$ cat src/rtl/boot_pkg.sv
// Shared types for the instruction-memory boot loader: FSM states and the halt sentinel.
package boot_pkg;

    typedef enum logic [1:0] {
        LOAD  = 2'd0,
        HOLD  = 2'd1,
        RUN   = 2'd2,
        ERROR = 2'd3
    } boot_state_t;

    localparam logic [31:0] SENTINEL = 32'hFFFF_FFFF;

endpackage

$ cat src/rtl/imem_boot_loader_if.sv
// Byte-stream ingress plus instruction-memory write bus of the boot loader.
interface imem_boot_loader_if #(
    parameter int ADDR_W = 6
) ();

    logic              in_valid;
    logic [7:0]        in_data;
    logic              in_ready;
    logic              imem_we;
    logic [ADDR_W-1:0] imem_addr;
    logic [31:0]       imem_wdata;

    modport master (
        output in_valid,
        output in_data,
        input  in_ready,
        input  imem_we,
        input  imem_addr,
        input  imem_wdata
    );

    modport slave (
        input  in_valid,
        input  in_data,
        output in_ready,
        output imem_we,
        output imem_addr,
        output imem_wdata
    );

endinterface

$ cat src/rtl/boot_byte_packer.sv
// Packs accepted bytes little-endian into 32-bit words; o_word_valid pulses combinationally
// with the fourth accept, no internal backpressure (the caller gates i_accept).
module boot_byte_packer (
    input  logic        clk,
    input  logic        reset,
    input  logic        i_accept,
    input  logic [7:0]  i_byte,
    input  logic        i_clear,
    output logic        o_word_valid,
    output logic [31:0] o_word
);

    logic [1:0]  r_byte_idx;
    logic [23:0] r_lanes;

    always_ff @(posedge clk or negedge reset) begin
        if (!reset) begin
            r_byte_idx <= 2'd0;
            r_lanes    <= 24'd0;
        end else if (i_clear) begin
            r_byte_idx <= 2'd0;
            r_lanes    <= 24'd0;
        end else if (i_accept) begin
            r_byte_idx <= r_byte_idx + 2'd1;
            // Lane 3 is never stored: it is forwarded straight into o_word.
            case (r_byte_idx)
                2'd0:    r_lanes[7:0]   <= i_byte;
                2'd1:    r_lanes[15:8]  <= i_byte;
                2'd2:    r_lanes[23:16] <= i_byte;
                default: r_lanes        <= r_lanes;
            endcase
        end
    end

    assign o_word_valid = i_accept && (r_byte_idx == 2'd3);
    assign o_word       = {i_byte, r_lanes};

endmodule

$ cat src/rtl/imem_boot_loader.sv
// Streams bytes into imem from word 0 and holds the core in reset until the sentinel lands;
// imem write is registered one cycle after the 4th byte, in_ready drops once loading ends.
module imem_boot_loader
    import boot_pkg::*;
#(
    parameter int IMEM_DEPTH  = 64,
    parameter int ADDR_W      = $clog2(IMEM_DEPTH),
    parameter int HOLD_CYCLES = 2
) (
    input  logic                clk,
    input  logic                reset,
    imem_boot_loader_if.slave   bus,
    output logic                cpu_reset,
    output logic                load_done,
    output logic                overflow_err,
    output logic [ADDR_W:0]     word_count
);

    localparam int HCW = (HOLD_CYCLES > 1) ? $clog2(HOLD_CYCLES) : 1;
    localparam logic [HCW-1:0]  HOLD_LAST  = HCW'(HOLD_CYCLES - 1);
    localparam logic [ADDR_W:0] LAST_WORD  = (ADDR_W + 1)'(IMEM_DEPTH - 1);

    boot_state_t       r_state;
    boot_state_t       w_state_nxt;
    logic [HCW-1:0]    r_hold_cnt;
    logic              r_we;
    logic [ADDR_W-1:0] r_addr;
    logic [31:0]       r_wdata;
    logic [ADDR_W:0]   r_word_count;

    logic              w_in_ready;
    logic              w_accept;
    logic              w_word_vld;
    logic [31:0]       w_word;

    assign w_in_ready = (r_state == LOAD);
    assign w_accept   = bus.in_valid && w_in_ready;

    boot_byte_packer u_packer (
        .clk          (clk),
        .reset        (reset),
        .i_accept     (w_accept),
        .i_byte       (bus.in_data),
        .i_clear      (!w_in_ready),
        .o_word_valid (w_word_vld),
        .o_word       (w_word)
    );

    always_ff @(posedge clk or negedge reset) begin
        if (!reset) begin
            r_state <= LOAD;
        end else begin
            r_state <= w_state_nxt;
        end
    end

    // Sentinel wins over overflow so a full image ending in the sentinel still boots.
    always_comb begin
        w_state_nxt = r_state;
        case (r_state)
            LOAD: begin
                if (w_word_vld) begin
                    if (w_word == SENTINEL) begin
                        w_state_nxt = HOLD;
                    end else if (r_word_count == LAST_WORD) begin
                        w_state_nxt = ERROR;
                    end
                end
            end
            HOLD: begin
                if (r_hold_cnt == HOLD_LAST) begin
                    w_state_nxt = RUN;
                end
            end
            RUN:     w_state_nxt = RUN;
            ERROR:   w_state_nxt = ERROR;
            default: w_state_nxt = LOAD;
        endcase
    end

    always_ff @(posedge clk or negedge reset) begin
        if (!reset) begin
            r_hold_cnt <= '0;
        end else if (r_state == HOLD) begin
            r_hold_cnt <= r_hold_cnt + HCW'(1);
        end else begin
            r_hold_cnt <= '0;
        end
    end

    always_ff @(posedge clk or negedge reset) begin
        if (!reset) begin
            r_we         <= 1'b0;
            r_addr       <= '0;
            r_wdata      <= 32'd0;
            r_word_count <= '0;
        end else begin
            r_we <= w_word_vld;
            if (w_word_vld) begin
                r_addr       <= r_word_count[ADDR_W-1:0];
                r_wdata      <= w_word;
                r_word_count <= r_word_count + (ADDR_W + 1)'(1);
            end
        end
    end

    assign bus.in_ready   = w_in_ready;
    assign bus.imem_we    = r_we;
    assign bus.imem_addr  = r_addr;
    assign bus.imem_wdata = r_wdata;

    assign cpu_reset    = (r_state != RUN);
    assign load_done    = (r_state == RUN);
    assign overflow_err = (r_state == ERROR);
    assign word_count   = r_word_count;

endmodule

$ cat src/flat_wrapper.sv
// flat-port wrapper written by rule: the top's interface ports become plain ports
module imem_boot_loader_flat import boot_pkg::*;
#(
    parameter int IMEM_DEPTH  = 64,
    parameter int ADDR_W      = $clog2(IMEM_DEPTH),
    parameter int HOLD_CYCLES = 2
)
  (clk, reset, cpu_reset, load_done, overflow_err, word_count, bus_in_valid, bus_in_data, bus_in_ready, bus_imem_we, bus_imem_addr, bus_imem_wdata);
  imem_boot_loader_if #(.ADDR_W(ADDR_W)) bus_i ();
  input  logic clk;
  input  logic reset;
  output logic cpu_reset;
  output logic load_done;
  output logic overflow_err;
  output logic [ADDR_W:0] word_count;
  input wire logic [$bits(bus_i.in_valid)-1:0] bus_in_valid;
  input wire logic [$bits(bus_i.in_data)-1:0] bus_in_data;
  output wire logic [$bits(bus_i.in_ready)-1:0] bus_in_ready;
  output wire logic [$bits(bus_i.imem_we)-1:0] bus_imem_we;
  output wire logic [$bits(bus_i.imem_addr)-1:0] bus_imem_addr;
  output wire logic [$bits(bus_i.imem_wdata)-1:0] bus_imem_wdata;
  assign bus_i.in_valid = bus_in_valid;
  assign bus_i.in_data = bus_in_data;
  assign bus_in_ready = bus_i.in_ready;
  assign bus_imem_we = bus_i.imem_we;
  assign bus_imem_addr = bus_i.imem_addr;
  assign bus_imem_wdata = bus_i.imem_wdata;
  imem_boot_loader #(.IMEM_DEPTH(IMEM_DEPTH), .ADDR_W(ADDR_W), .HOLD_CYCLES(HOLD_CYCLES)) u_core (.clk(clk), .reset(reset), .bus(bus_i), .cpu_reset(cpu_reset), .load_done(load_done), .overflow_err(overflow_err), .word_count(word_count));
endmodule
$ cat config.mk
export PLATFORM = sky130hd
export DESIGN_NAME = imem_boot_loader_flat
export DESIGN_NICKNAME = d
export VERILOG_FILES = /design/src/rtl/boot_pkg.sv /design/src/rtl/imem_boot_loader_if.sv /design/src/rtl/boot_byte_packer.sv /design/src/rtl/imem_boot_loader.sv /design/src/flat_wrapper.sv
export SDC_FILE = /design/constraint.sdc
export NUM_CORES = 1
export LEC_CHECK = 0
export ABC_AREA = 1
export CORE_MARGIN = 3
export CORE_UTILIZATION = 46
export DETAILED_ROUTE_END_ITERATION = 7
export PLACE_DENSITY = 0.82
export SLEW_MARGIN = 10
export SYNTH_ARGS = -nofsm -noshare
export SYNTH_HDL_FRONTEND = slang
export SYNTH_SLANG_ARGS = --single-unit
$ cat constraint.sdc
create_clock -name clk -period 1.5 [get_ports clk]
set_clock_uncertainty 0.1 [all_clocks]
set_input_delay 0.3 -clock clk [delete_from_list [all_inputs] [get_ports clk]]
set_output_delay 0.3 -clock clk [all_outputs]
set_load 0.02 [all_outputs]
Word level (Yosys, flattened, before mapping)
Index checks and enable logic that the tools add are counted.
{"block": "totals", "output_inout_bits": 50, "register_bits": 75, "wordCells": 50, "inputBits": 11}
{"block": "op_classes", "addsub": 3, "reduce_logical": 8, "n_eq_ne": 16, "n_mux": 13}
{"op": "24-bit 2-to-1 mux", "n": 2}
{"op": "32-bit == test, second input constant", "n": 1}
{"op": "8-bit 2-to-1 mux", "n": 3}
{"op": "2-bit 2-to-1 mux", "n": 6}
{"op": "2-bit inequality test, second input constant", "n": 6}
{"op": "2-bit == test, second input constant", "n": 4}
{"op": "2-bit one-hot mux with 4 select lines", "n": 1}
{"op": "7-bit by 1-bit adder with 7-bit output, second input constant", "n": 1}
{"op": "7-bit by 6-bit == test with 1-bit output, second input constant", "n": 1}
{"op": "2-bit AND reduction", "n": 3}
{"op": "2-bit by 1-bit == test with 1-bit output, second input constant", "n": 2}
{"op": "2-bit logical NOT", "n": 2}
{"op": "3-bit inequality test, second input constant", "n": 1}
{"op": "3-bit AND reduction", "n": 1}
{"op": "2-bit by 1-bit adder with 2-bit output, second input constant", "n": 1}
{"op": "1-bit logical AND", "n": 2}
{"op": "2-bit by 1-bit inequality test with 1-bit output, second input constant", "n": 1}
{"op": "1-bit adder, second input constant", "n": 1}
{"op": "1-bit 2-to-1 mux", "n": 1}

Logic depth before layout (Yosys ltp)
Gate-level depths: netlist of run 1.
{"block": "logic_depth", "word_depth": 5, "mapped_depth": 12, "ltp_nobuf": 11}

Cells and area by module
Synthesis of run 1 repeated with hierarchy kept, for this count alone.
{"block": "unflattened", "hier_cells": 395, "hier_area_um2": 3428.3}
{"module": "imem_boot_loader", "n_inst": 1, "area_each_um2": 2102.0, "seq_area_each_um2": 1226.2, "cells_each": 247}
{"module": "boot_byte_packer", "n_inst": 1, "area_each_um2": 1326.3, "seq_area_each_um2": 650.6, "cells_each": 148}

Worst setup path before layout of run 1
Ideal clock, no wire load.
{"block": "synth_path", "kind": "register -> register", "from": "register u_core.r_state[0]", "to": "register u_core.r_state[0]", "arrival_ps": 1575, "t_required_ps": 1283, "slack_ps": -292, "setup_ps": 117, "period_less_slack_ps": 1792, "path_stages_with_launch": 12, "n_path_buf": 2, "path_cell_list": "dfrtp_1 -> inv_1 -> ha_1 -> buf_2 -> nand2_2 -> nor2_4 -> buf_6 -> nand3_2 -> nand2_2 -> nand2_2 -> nand2_1 -> nand2_1"}
{"block": "synth_via", "elab_chain_cells": 5, "word_cells_on_any_way": 11, "cone_classes": "eq/ne (6); mux (1); reduce/logical (4)"}
{"element": "from (decl)", "line": "imem_boot_loader.sv:23", "text": "boot_state_t r_state;"}
{"element": "from (signal assigned)", "line": "imem_boot_loader.sv:53", "text": "r_state <= w_state_nxt;"}
{"element": "2-bit logical NOT (*)", "line": "imem_boot_loader.sv:36", "text": "assign w_in_ready = (r_state == LOAD);"}
{"element": "net bus_in_ready", "line": "flat_wrapper.sv:18", "text": "output wire logic [$bits(bus_i.in_ready)-1:0] bus_in_ready;"}
{"element": "1-bit logical AND", "line": "imem_boot_loader.sv:37", "text": "assign w_accept = bus.in_valid && w_in_ready;"}
{"element": "1-bit logical AND", "line": "boot_byte_packer.sv:35", "text": "assign o_word_valid = i_accept && (r_byte_idx == 2'd3);"}
{"element": "2-bit inequality test (no line)"}
{"element": "3-bit AND reduction (no line)"}
The timed path passes the listed nets; every way through them passes the cells marked *.
A chain may end at the register's enable or synchronous reset.

Final worst setup path of run 1
{"block": "layout_path", "from": "register u_core.r_state[1]", "to": "register u_core.r_state[1]"}
{"block": "layout_via", "elab_chain_cells": 5, "word_cells_on_any_way": 11, "cone_classes": "eq/ne (6); mux (1); reduce/logical (4)"}
{"element": "2-bit logical NOT", "line": "imem_boot_loader.sv:36, imem_boot_loader.sv:60"}
{"element": "1-bit logical AND", "line": "imem_boot_loader.sv:37"}
{"element": "1-bit logical AND", "line": "boot_byte_packer.sv:35"}
{"element": "2-bit inequality test (no line)"}
{"element": "3-bit AND reduction (no line)"}
Parallel ways exist; a longest one is shown, timed or not.

==> results.py, run 1 <==
metrics = {
    "outcome": {
        "status": "finished with violations",
        "violations": "setup timing",
    },
    "power": {
        "power-per-cell-area_nw_per_um2": 1910,
        "combPwrFrac": 0.458,
        "switchingPower_w": 0.00399,
        "leakagePower_nw": 2.53,
        "p_int_w": 0.00552,
        "switching_share": 0.420,
        "p_seq_frac": 0.379,
        "p_clk_frac": 0.164,
        "ir_drop_mv": 0.874,
    },
    "synth": {
        "syn_avg_cell_area_sq_um": 8.81,
        "synth_top_cell_area_share": 0.587,
        "synth_common_cells": "137 x nand2_1, 75 x dfrtp_1, 47 x inv_1, 25 x o21ai_0, 25 x o21ai_1",
        "synth_top_family_by_area": "simple AND/OR/NAND/NOR gates",
        "ys_warn_count": 0,
        "ys_ff_latch": 75,
        "yosys-top-cells-area": "dfrtp_1 59%, nand2_1 16%, inv_1 5.5%",
        "ys.flop_type": "dfrtp_1",
        "synth_fa_ha_area_frac": 0.0391,
        "async_flop_share": 1.00,
        "synth_seq_area_share": 0.587,
        "synth_most_common_cell": "nand2_1",
        "synth-simple-area-share": 0.207,
        "syn_nets": 384,
        "synth-edff-count": 0,
        "synth_largest_area_cell": "dfrtp_1",
        "syn_inst": 363,
        "yosysUniqueCellTypes": 20,
        "synth_xor_area_frac": 0.0137,
        "synth_compound_area_frac": 0.0783,
        "synth_area_sq_um": 3200,
        "synthMuxAreaShare": 0,
    },
    "timing": {
        "max_slew.worst_pin.slew_ns": 0.395,
        "tns_ns": -12.12,
        "setup_slack_ns": -0.336,
        "slew_headroom": 0.737,
        "hold_viol": 0,
        "fin_crit_ns": 1.84,
        "rsz0062_at_grt": "true",
        "fin_crit_sh": 1.22,
        "finalSetupViolations": 56,
        "max_freq_mhz": 545,
        "maxSlewViolCount": 0,
    },
    "clock_tree": {
        "clk_pin_slew_ns": 0.08,
        "clockBufferDepth": 2,
        "clock_latency_ns": 0.35,
        "numCtsBuffers": 9,
        "htreeDepth": 3,
        "cts_tree": "done",
        "root_buffer": "clkbuf_8",
        "cts_sinks": 75,
    },
    "floorplanning": {
        "pin_count": 61,
        "fp.dieW_um": 89.4,
        "initial_core_util": 0.489,
        "core_sq_um": 6530,
        "dieArea_sq_um": 7990,
        "rows": 29,
        "die_h_um": 89.4,
    },
    "setup_path": {
        "startpoint_type": "flip-flop",
        "path_max_fanout": 5,
        "cp.arrival_ns": 1.96,
        "cp-end-kind": "flip-flop",
        "critPathKind": "reg -> reg",
        "cp_data_required_time_ns": 1.62,
    },
    "final_layout": {
        "area_delta_synth_final_pct": 55.7,
        "nets": 500,
        "drive_above_1_share": 0.419,
        "post-route-util": 0.762,
        "num_antenna_cells": 0,
        "fillerInstances": 394,
    },
    "placed_design": {
        "dp.final_hpwl_um": 5240,
        "dp_slack_ns": -0.346,
        "port_buffers": 60,
        "gp_congestion": 0.843,
    },
    "grt": {
        "grt_pass1_wl_um": 13700,
        "grt_antenna_before_repair": 0,
        "overflow": 0,
        "grt_max_degree": 34,
        "grt.total_usage": 0.232,
        "grt_pass1_vias": 2852,
    },
    "flow_run": {
        "cap_violations": 0,
    },
    "worst_hold_path": {
        "hp-class": "in -> async",
    },
    "route": {
        "postRouteAntennaNets": 0,
        "vias": 2975,
        "dr.pass1.iters": 5,
        "drt_iter0_drc": 214,
        "routed_wirelength_um": 9630,
        "wl_per_cell_um": 17.2,
        "via_per_inst": 5.30,
        "drcViolationCount": 0,
    },
}
## critical path, cell delays in order, from the launching register on
cell,delay [ns]
dfrtp_1,0.44
inv_2,0.11
ha_4,0.14
buf_6,0.09
nand2_4,0.04
nor2_4,0.19
nand3b_1,0.13
nand2_1,0.11
inv_2,0.04
nand2_2,0.07
nand2_2,0.06
nand2_1,0.08
nand2_1,0.10
## metal layers
layer  global-route usage  part of all wire  up-vias
li1                     -                 -     1344
met4               0.0744             0.019        0
met2                0.399              0.54      133
met5                    0                 0        -
met1                0.282              0.38     1472
met3               0.0664             0.065       26
## through the flow
| stage | instance area, sq um | hold slack, ns | total power [W] | instances |
|---|---|---|---|---|
| floorplan | 3240 | -0.0956 | 0.00527 | 363 |
| global placement | 4100 | 0.140 | 0.00680 | 517 |
| detailed placement | 4100 | 0.142 | 0.00693 | 517 |
| CTS | 4580 | 0.304 | 0.00852 | 550 |
| global route | 4980 | 0.340 | 0.0100 | 561 |
| finish | 4980 | 0.306 | 0.00952 | 561 |
## sequential cells by signal (all words and copies together), names as in the netlist
signal	flops
u_core.u_packer.r_lanes	24
u_core.word_count	7
u_core.bus.imem_addr	6
u_core.r_hold_cnt	1
u_core.r_state	2
u_core.u_packer.r_byte_idx	2
u_core.bus.imem_wdata	32
u_core.bus.imem_we	1
## logic make-up (layout without fill, tap and decap cells)
logic type	count (synthesis)	count (layout)
and+or+nand+nor	165	165
DFF	75	75
buffers and inverters	58	179
AOI/OAI and AO/OA	50	50
adders and majority gates	10	10
xor gates and xnor gates	5	5
## power groups by stage
stage	clock (W)	sequential [W]	combinational (W)
after global placement	0	0.00334	0.00345
after CTS	0.00155	0.00336	0.00362
after detailed placement	0	0.00337	0.00356
after global routing	0.00165	0.00369	0.00469
final	0.00156	0.00360	0.00436
after floorplan	0	0.00395	0.00132
## placed cells by master, fill, tap and decap left out, drive strengths merged
| cell type | synthesis | layout |
|---|---|---|
| buf | 10 | 57 |
| bufinv | 0 | 1 |
| clkbuf | 0 | 41 |
| clkdlybuf4s15 | 0 | 15 |
| clkdlybuf4s50 | 0 | 9 |
| clkinv | 0 | 3 |
| clkinvlp | 0 | 1 |
| dfrtp | 75 | 75 |
| dlygate4sd2 | 0 | 3 |
| dlygate4sd3 | 0 | 1 |
| ha | 10 | 10 |
| inv | 48 | 48 |
| nand2 | 140 | 140 |
| nand3 | 8 | 8 |
| nand3b | 1 | 1 |
| nand4 | 1 | 1 |
| nor2 | 14 | 14 |
| nor3 | 1 | 1 |
| o21ai | 50 | 50 |
| xnor2 | 1 | 1 |
| xor2 | 4 | 4 |
## repair_timing
action	CTS	global route
hold buffers	1	0
gates cloned	4	5
hold endpoints to repair	14	0
resized for setup	120	165
buffers inserted	12	6
pin swaps	5	12
endpoints found under the setup margin	98	105
## area by class of cell
type                            instances  area, sq um  share of cell area
Sequential cell                        75         1880               0.378
Multi-Input combinational cell        230         1470               0.296
Timing Repair Buffer                  115         1150               0.231
Inverter                               48          183              0.0367
Clock buffer                           11          141              0.0284
Tap cell                               77         96.3              0.0194
Clock inverter                          5         52.6              0.0106
## path summary, 6_finish.rpt
path	slack [ns]	cells past startpoint	startpoint	end
max in group asynchronous	0.49	3	reset	u_core.bus.imem_wdata[19]$_DFFE_PN0P_
max	-0.34	12	u_core.r_state[1]$_DFFE_PN0P_	u_core.r_state[1]$_DFFE_PN0P_
min	0.31	2	reset	u_core.bus.imem_wdata[8]$_DFFE_PN0P_
min reg2reg	0.32	1	u_core.r_hold_cnt$_DFF_PN0_	u_core.r_hold_cnt$_DFF_PN0_
min in group clk	0.32	1	u_core.r_hold_cnt$_DFF_PN0_	u_core.r_hold_cnt$_DFF_PN0_
max reg2reg	-0.34	12	u_core.r_state[1]$_DFFE_PN0P_	u_core.r_state[1]$_DFFE_PN0P_
Power figures use the tool's default switching activity.
==> run 2, diff against run 1 <==
--- a/config.mk
+++ b/config.mk
@@ -6,6 +6,7 @@
 export NUM_CORES = 1
 export LEC_CHECK = 0
 export ABC_AREA = 1
+export CORE_ASPECT_RATIO = 1.75
 export CORE_MARGIN = 3
 export CORE_UTILIZATION = 46
 export DETAILED_ROUTE_END_ITERATION = 7
==> results.py, run 2 (synthesis results as in run 1) <==
metrics = {
    "setup_path": {
        "cp.arrival_ns": 1.87,
        "critPathKind": "reg -> reg",
        "crit-reg2reg-launch": "u_core.r_state[1]$_DFFE_PN0P_",
        "path_max_fanout": 5,
        "cp-end-kind": "flip-flop",
        "critPathLaunch": "u_core.r_state[1]$_DFFE_PN0P_",
        "startpoint_type": "flip-flop",
        "cp_data_required_time_ns": 1.63,
    },
    "worst_hold_path": {
        "hp-class": "reg -> reg",
        "hp-start": "u_core.r_hold_cnt$_DFF_PN0_",
    },
    "final_layout": {
        "fillerInstances": 470,
        "final_cell_mix": "124 x nand2_1, 73 x dfrtp_1, 40 x inv_1, 39 x dlygate4sd2_1, 27 x buf_4",
        "area_delta_synth_final_pct": 47.1,
        "largest_reg_flops": 32,
        "post-route-util": 0.709,
        "instances_no_fill": 557,
        "design_area_sq_um": 4700,
        "layout_commonest_cell": "nand2_1",
        "drive_above_1_share": 0.225,
        "nets": 491,
        "num_antenna_cells": 0,
    },
    "route": {
        "postRouteAntennaNets": 0,
        "wl_met2_um": 5000,
        "vias": 2864,
        "wl_per_cell_um": 15.9,
        "dr.pass1.iters": 5,
        "wirelength_met1_um": 3020,
        "top_layer": "met4",
        "drcViolationCount": 0,
        "drt_iter0_drc": 183,
        "routed_wirelength_um": 8850,
        "via_per_inst": 5.14,
        "dr_wl_met3_um": 426,
    },
    "timing": {
        "max_freq_mhz": 576,
        "max_slew.worst_pin.slew_ns": 0.433,
        "fin_crit_sh": 1.16,
        "holdWs_ns": 0.315,
        "finalSetupViolations": 52,
        "setup_slack_ns": -0.237,
        "rsz0062_at_grt": "true",
        "fin_crit_ns": 1.74,
        "maxSlewViolCount": 0,
        "slew_headroom": 0.712,
        "hold_viol": 0,
    },
    "floorplanning": {
        "fp.dieW_um": 69.0,
        "initial_core_util": 0.482,
        "dieArea_sq_um": 8030,
        "rows": 39,
        "core_sq_um": 6640,
        "pin_count": 61,
        "die_h_um": 116,
    },
    "placed_design": {
        "place_area_sq_um": 4140,
        "dp.final_hpwl_um": 5650,
        "dp.cells": 526,
        "gp_congestion": 0.826,
        "port_buffers": 60,
    },
    "outcome": {
        "status": "finished with violations",
        "violations": "setup timing",
    },
    "clock_tree": {
        "cts_tree": "done",
        "root_buffer": "clkbuf_16",
        "clockBufferDepth": 2,
        "clock_latency_ns": 0.34,
        "cts_sinks": 75,
        "numCtsBuffers": 9,
        "clk_pin_slew_ns": 0.06,
        "htreeDepth": 3,
    },
    "flow_run": {
        "cap_violations": 0,
    },
    "grt": {
        "grt_pass1_vias": 2910,
        "grt_pass1_wl_um": 13900,
        "grt_antenna_before_repair": 0,
        "grt_max_degree": 32,
        "overflow": 0,
        "grt.total_usage": 0.226,
    },
    "power": {
        "power-per-cell-area_nw_per_um2": 1980,
        "switching_share": 0.387,
        "p_int_w": 0.00570,
        "p_clk_frac": 0.231,
        "switchingPower_w": 0.00360,
        "combPwrFrac": 0.404,
        "ir_drop_mv": 1.26,
        "leakagePower_nw": 2.49,
        "p_seq_frac": 0.365,
        "power_w": 0.00930,
    },
}
==> run 2: changes by cell type in the layout (fill, tap and decap cells not counted), moves of 16 or more <==
cell and delta:
nand2_4 -24, o21ai_1 +17, nand2_1 +40, nand2_2 -16
clkbuf_2 -25, o21ai_2 -18, dlygate4sd2_1 +36
==> run 2: critical path, cell delays in order, from the launching register on <==
cell and delay [ns]:
dfrtp_2 0.43, inv_2 0.09, ha_4 0.13, buf_6 0.09, nand2_4 0.05, nor2_4 0.17, nand3b_1 0.15, nand2_1 0.09
inv_1 0.05, nand2_2 0.08, nand2_2 0.07, nand2_1 0.07, nand2_1 0.05
==> run 2: repair_timing <==
action                                  in CTS  in global routing
endpoints found under the setup margin      97                 79
pin swaps                                   12                  8
cloned                                       3                  0
buffers inserted                             8                  5
hold buffers                                 1                  0
resized for setup                          110                 26
hold endpoints to repair                    15                  0
==> run 2: final timing paths <==
| kind | end | slack, ns | depth (start not counted) |
|---|---|---|---|
| max | u_core.r_state[0]$_DFFE_PN0P_ | -0.24 | 12 |
| min | u_core.r_hold_cnt$_DFF_PN0_ | 0.32 | 1 |
| max reg2reg | u_core.r_state[0]$_DFFE_PN0P_ | -0.24 | 12 |
| min reg2reg | u_core.r_hold_cnt$_DFF_PN0_ | 0.32 | 1 |
| max in group asynchronous | u_core.word_count[2]$_DFFE_PN0P_ | 0.45 | 3 |
| min in group asynchronous | u_core.bus.imem_wdata[15]$_DFFE_PN0P_ | 0.33 | 2 |
==> run 2: per-stage QoR <==
stage | TNS (ns) | worst slack (ns)
6_report | -5.90 | -0.237
3_5_place_dp | -10.22 | -0.264
2_1_floorplan | -0.651 | -0.0863
5_1_grt | -8.54 | -0.332
3_3_place_gp | -7.56 | -0.205
4_1_cts | -6.14 | -0.211
==> run 2: final cells by class <==
| type | instances | area, sq um | area share |
|---|---|---|---|
| inverters | 48 | 183 | 0.0389 |
| repair buffers | 106 | 1040 | 0.221 |
| clock buffers | 11 | 243 | 0.0516 |
| flip-flops and latches | 75 | 1880 | 0.400 |
| multi-input cells | 230 | 1200 | 0.255 |
| well taps | 82 | 103 | 0.0218 |
| clock inverters | 5 | 52.6 | 0.0112 |
==> run 2: per-layer routing <==
layer | global-route usage | vias up
li1 | - | 1331
met1 | 0.230 | 1389
met2 | 0.432 | 106
met3 | 0.0439 | 38
met4 | 0.117 | 0
met5 | 0 | -
==> run 2: power groups by stage <==
stage / Combinational (W) / Sequential [W] / Clock (W)
2_1_floorplan: 0.00132 / 0.00395 / 0
4_1_cts: 0.00360 / 0.00338 / 0.00216
3_5_place_dp: 0.00366 / 0.00339 / 0
6_report: 0.00375 / 0.00340 / 0.00215
5_1_grt: 0.00409 / 0.00348 / 0.00223
3_3_place_gp: 0.00353 / 0.00333 / 0
